File: config.mk
export PLATFORM = sky130hd
export DESIGN_NAME = tlc_request_conditioner
export DESIGN_NICKNAME = d
export VERILOG_FILES = /design/src/rtl/tlc_pkg.sv /design/src/rtl/tlc_debounce.sv /design/src/rtl/tlc_request_conditioner.sv
export SDC_FILE = /design/constraint.sdc
export NUM_CORES = 1
export LEC_CHECK = 0
export BUFFER_PORTS_ARGS = -buffer_cell sky130_fd_sc_hd__buf_2
export CAP_MARGIN = 5
export CORE_MARGIN = 2
export CORE_UTILIZATION = 60
export DETAILED_ROUTE_END_ITERATION = 10
export PLACE_DENSITY = 0.89
export SYNTH_ARGS = -nofsm -noshare
export SYNTH_HDL_FRONTEND = slang
export SYNTH_SLANG_ARGS = --single-unit
File: constraint.sdc
create_clock -name clk -period 3.2 [get_ports clk]
set_input_delay 0.32 -clock clk [delete_from_list [all_inputs] [get_ports clk]]
set_output_delay 0.32 -clock clk [all_outputs]
set_load 0.005 [all_outputs]
File: src/rtl/tlc_pkg.sv
// Shared traffic-light definitions used by the request conditioner and the light FSM.
package tlc_pkg;

  typedef enum logic [1:0] {
    LT_GREEN  = 2'd0,
    LT_YELLOW = 2'd1,
    LT_RED    = 2'd2
  } light_t;

  function automatic logic is_green(input logic [1:0] code);
    return code == LT_GREEN;
  endfunction

endpackage

File: src/rtl/tlc_debounce.sv
// Two-flop synchroniser followed by a stability counter for one vehicle sensor.
module tlc_debounce #(
  parameter int DEBOUNCE_CYCLES = 4,
  parameter int CNT_W           = 6
) (
  input  logic clk,
  input  logic reset,
  input  logic raw,
  output logic pres
);

  localparam logic [CNT_W-1:0] CNT_LAST = CNT_W'(DEBOUNCE_CYCLES - 1);

  logic             sync1_q, sync2_q;
  logic             pres_q, pres_d;
  logic [CNT_W-1:0] cnt_q, cnt_d;

  always_comb begin
    pres_d = pres_q;
    cnt_d  = '0;
    if (sync2_q != pres_q) begin
      if (cnt_q == CNT_LAST) begin
        pres_d = ~pres_q;
        cnt_d  = '0;
      end else begin
        cnt_d = cnt_q + CNT_W'(1);
      end
    end else begin
      cnt_d = '0;
    end
  end

  always_ff @(posedge clk) begin
    if (reset) begin
      sync1_q <= 1'b0;
      sync2_q <= 1'b0;
      pres_q  <= 1'b0;
      cnt_q   <= '0;
    end else begin
      sync1_q <= raw;
      sync2_q <= sync1_q;
      pres_q  <= pres_d;
      cnt_q   <= cnt_d;
    end
  end

  assign pres = pres_q;

endmodule

File: src/rtl/tlc_request_conditioner.sv
// Conditions raw sensors into the light FSM hold inputs; green-time fairness cap
// is compiled in with TLC_MAXGREEN_EN.
module tlc_request_conditioner #(
  parameter int DEBOUNCE_CYCLES = 4,
  parameter int MIN_GREEN       = 8,
  parameter int MAX_GREEN       = 32,
  parameter int CNT_W           = 6
) (
  input  logic       clk,
  input  logic       reset,
  input  logic       sensor_a_raw,
  input  logic       sensor_b_raw,
  input  logic [1:0] l_a,
  input  logic [1:0] l_b,
  output logic       inp_a,
  output logic       inp_b,
  output logic       req_a,
  output logic       req_b
);
  import tlc_pkg::*;

`ifdef TLC_MAXGREEN_EN
  localparam logic MAXGREEN_EN = 1'b1;
`else
  localparam logic MAXGREEN_EN = 1'b0;
`endif

  localparam logic [CNT_W-1:0] MIN_T   = CNT_W'(MIN_GREEN);
  localparam logic [CNT_W-1:0] MAX_T   = CNT_W'(MAX_GREEN);
  localparam logic [CNT_W-1:0] TMR_SAT = '1;

  logic             pres_a, pres_b;
  logic             green_a, green_b;
  logic             req_a_q, req_a_d, req_b_q, req_b_d;
  logic             prev_green_a_q, prev_green_b_q;
  logic [CNT_W-1:0] timer_q, timer_d, timer_s;
  logic             hold_a_s, hold_b_s;

  tlc_debounce #(.DEBOUNCE_CYCLES(DEBOUNCE_CYCLES), .CNT_W(CNT_W)) u_deb_a (
    .clk(clk), .reset(reset), .raw(sensor_a_raw), .pres(pres_a)
  );

  tlc_debounce #(.DEBOUNCE_CYCLES(DEBOUNCE_CYCLES), .CNT_W(CNT_W)) u_deb_b (
    .clk(clk), .reset(reset), .raw(sensor_b_raw), .pres(pres_b)
  );

  assign green_a = is_green(l_a);
  assign green_b = is_green(l_b);

  // The timer reads as 0 on the very cycle the green pattern changes, so the first green cycle counts as 0.
  always_comb begin
    timer_s = timer_q;
    timer_d = '0;
    req_a_d = req_a_q;
    req_b_d = req_b_q;
    if ((green_a != prev_green_a_q) || (green_b != prev_green_b_q)) begin
      timer_s = '0;
    end else begin
      timer_s = timer_q;
    end
    if (green_a || green_b) begin
      timer_d = (timer_s == TMR_SAT) ? TMR_SAT : timer_s + CNT_W'(1);
    end else begin
      timer_d = '0;
    end
    if (green_a) begin
      req_a_d = 1'b0;
    end else if (pres_a) begin
      req_a_d = 1'b1;
    end else begin
      req_a_d = req_a_q;
    end
    if (green_b) begin
      req_b_d = 1'b0;
    end else if (pres_b) begin
      req_b_d = 1'b1;
    end else begin
      req_b_d = req_b_q;
    end
  end

  always_ff @(posedge clk) begin
    if (reset) begin
      req_a_q        <= 1'b0;
      req_b_q        <= 1'b0;
      prev_green_a_q <= 1'b0;
      prev_green_b_q <= 1'b0;
      timer_q        <= '0;
    end else begin
      req_a_q        <= req_a_d;
      req_b_q        <= req_b_d;
      prev_green_a_q <= green_a;
      prev_green_b_q <= green_b;
      timer_q        <= timer_d;
    end
  end

  // Traffic keeps its green unless the cross street waits; with the cap, only until MAX_GREEN.
  always_comb begin
    hold_a_s = pres_a & (~req_b_q | (MAXGREEN_EN & (timer_s < MAX_T)));
    hold_b_s = pres_b & (~req_a_q | (MAXGREEN_EN & (timer_s < MAX_T)));
    inp_a    = 1'b0;
    inp_b    = 1'b0;
    req_a    = 1'b0;
    req_b    = 1'b0;
    if (reset) begin
      inp_a = 1'b0;
      inp_b = 1'b0;
    end else if (green_a && green_b) begin
      inp_a = 1'b0;
      inp_b = 1'b0;
      req_a = 1'b0;
      req_b = 1'b0;
    end else begin
      inp_a = green_a & ((timer_s < MIN_T) | hold_a_s);
      inp_b = green_b & ((timer_s < MIN_T) | hold_b_s);
      req_a = req_a_q & ~green_a;
      req_b = req_b_q & ~green_b;
    end
  end

endmodule
==> flow_summary.json <==
{
  "synth_ff_type": "dfxtp_1",
  "port_buffers": 11,
  "wirelength_mm": 2.192,
  "end_kind": "output port",
  "final_hold_viol_count": 0,
  "final_cell_mix": "28 x dfxtp_1, 25 x nor2_1, 11 x buf_2",
  "die_y_um": 48.37,
  "setup_violations": 0,
  "synth_seq_area_share": 0.4746,
  "ir_drop_uv": 480.4,
  "p_leak_uw": 0.0004978,
  "cts_root_buf": "clkbuf_4",
  "start_util": 0.6211,
  "yosysUniqueCellTypes": 29,
  "finalCritPeriodShare": 0.6717,
  "core_mm2": 0.001902,
  "n_antenna_cell": 0,
  "cp.arrival_ns": 1.83,
  "yosysWarningCount": 0,
  "wl_met2_mm": 1.156,
  "grt_setup_unrepaired": "false",
  "cp.required_ns": 2.88,
  "cts_hold_buf": 0,
  "clkLatencyLatePin_ns": 0.33,
  "synth-simple-area-share": 0.3030,
  "dpl.hpwl_mm": 1.636,
  "fin_nets": 155,
  "dpl_cell_area_mm2": 0.001266,
  "drtPass1Iterations": 4,
  "wl_met1_um": 950,
  "critPathLaunchType": "flop",
  "status": "finished clean",
  "synth_area_mm2": 0.001181,
  "pin_count": 12,
  "fin_area_mm2": 0.001319,
  "drc": 0,
  "synth_top_family_by_area": "simple AND/OR/NAND/NOR gates",
  "cp_max_fo": 7,
  "cts_setup_buffers": 0,
  "maxSlewViolCount": 0,
  "grt_pass1_vias": 894,
  "grt_max_degree": 17,
  "cts_max_level": 1,
  "synthTopCellsByArea": "dfxtp_1 47%, nor2_1 7.9%, xor2_1 5.2%",
  "setup_tns_ns": 0,
  "numCtsBuffers": 3,
  "p_per_area_mw_per_mm2": 473.0,
  "largestRegisters": "timer_q: 6 flops, u_deb_a.cnt_q: 6 flops, u_deb_b.cnt_q: 6 flops",
  "via_per_inst": 5.382,
  "timing.max_cap.violations": 0,
  "synth_edf_count": 0,
  "synth_area_per_cell_um2": 9.156,
  "synth_fa_ha_area_frac": 0.03178,
  "grtUsageTotal": 0.1989,
  "synthCells": 129,
  "antenna_found_initial": 0,
  "layout-drive-gt1-share": 0.1958,
  "wl_per_cell_um": 12.89,
  "yosysTopAreaCell": "dfxtp_1",
  "routed.top_layer": "met4",
  "rows": 16,
  "fin_util": 0.6934,
  "relSlewSlack": 0.7023,
  "die-width_um": 48.37,
  "cts.path.max_buffers": 2,
  "final_common_cell": "dfxtp_1",
  "synth_nets": 140,
  "cts_sinks": 28,
  "postRouteAntennaNets": 0,
  "area_delta_synth_final_pct": 11.65,
  "design.die.area_mm2": 0.002340,
  "hold_path_class": "input pin to flop",
  "async_flop_share": 0,
  "synth_top_cell_area_share": 0.4746,
  "fin_crit_ns": 2.149,
  "synthMuxAreaShare": 0.008475,
  "synth_seq_cells": 28,
  "clock_skew_ns": 0.008918,
  "cts_resized": 0,
  "vias": 915,
  "synth_compound_area_frac": 0.09534,
  "n_fill_cell": 154,
  "gr-total-overflow": 0,
  "clkTransAtPathRegs_ns": 0.15,
  "cts_tree": "done",
  "dr_wl_met3_um": 47,
  "drt_iter0_markers": 16,
  "worstSetupPathType": "flop to output port",
  "gp_congestion": 0.9448,
  "synthXorXnorAreaFrac": 0.07415,
  "tightest_slew_ns": 0.4446,
  "grt_pass1_wl_mm": 3.615,
  "fmax_ghz": 0.4653
}
==> cell usage after synthesis (2+ instances only) <==
library cell   n
a21oi_1        6
and2_2         2
and3_1         2
dfxtp_1       28
ha_1           3
inv_1          3
nand2_1        8
nand2b_1       4
nand3_1        8
nor2_1        25
nor2b_1        4
nor3_1         5
nor3_2         2
nor4_1         2
o21ai_0        2
or2_2          4
xnor2_1        3
xor2_1         7
==> through the flow <==
stage,setup slack (ns),total power [uW],instances,hold slack (ns)
final,1.051,623.8,170,0.1840
after global routing,0.9374,642.3,170,0.1721
after CTS,1.064,625.9,170,0.1752
after detailed placement,0.8931,398.5,166,0.4247
after global placement,1.119,396.5,166,0.4162
after floorplan,1.323,386.2,129,0.4138
==> cells by family after synthesis <==
| group | count (synthesis) |
|---|---|
| compound gates | 15 |
| xor+xnor | 10 |
| fa+ha+maj | 3 |
| buf+inv | 4 |
| flops | 28 |
| mux | 1 |
| simple gates | 68 |
==> metal layers <==
metal	global-route usage	vias up
met5	0	-
met4	0.09048	0
met3	0.04012	4
met2	0.3681	11
met1	0.2180	427
li1	-	473
==> area by class of cell <==
cell class | instances | area (um^2) | area share
clock buffer | 3 | 22.52 | 0.01708
clock inverter | 1 | 30.03 | 0.02277
timing repair buffer | 11 | 55.05 | 0.04175
tap | 27 | 33.78 | 0.02562
multi-input combinational | 97 | 605.6 | 0.4592
inverter | 3 | 11.26 | 0.008539
sequential | 28 | 560.5 | 0.4250
==> worst paths after layout <==
| path | from | endpoint | slack (ns) | cells after the start |
|---|---|---|---|---|
| setup / recovery | prev_green_a_q | inp_b | 1.05 | 5 |
| hold / removal | sensor_b_raw | u_deb_b.sync1_q | 0.18 | 2 |
| hold reg to reg | u_deb_b.cnt_q[0] | u_deb_b.cnt_q[0] | 0.45 | 1 |
| setup reg to reg | prev_green_a_q | timer_q[4] | 1.05 | 7 |
==> power by group <==
group	internal (uW)	switching, uW	leakage, uW	total (uW)
sequential	354	2.69	0.000227	357
clock	127	105	0.0000279	231
combinational	14.4	21.3	0.000243	35.7
==> critical path: stages (launching register included) <==
cell,delay [ns]
dfxtp_1,0.35
nor3_1,0.32
nor4b_4,0.14
o31a_2,0.15
a2111oi_1,0.36
buf_2,0.18
Power figures use the tool's default switching activity.
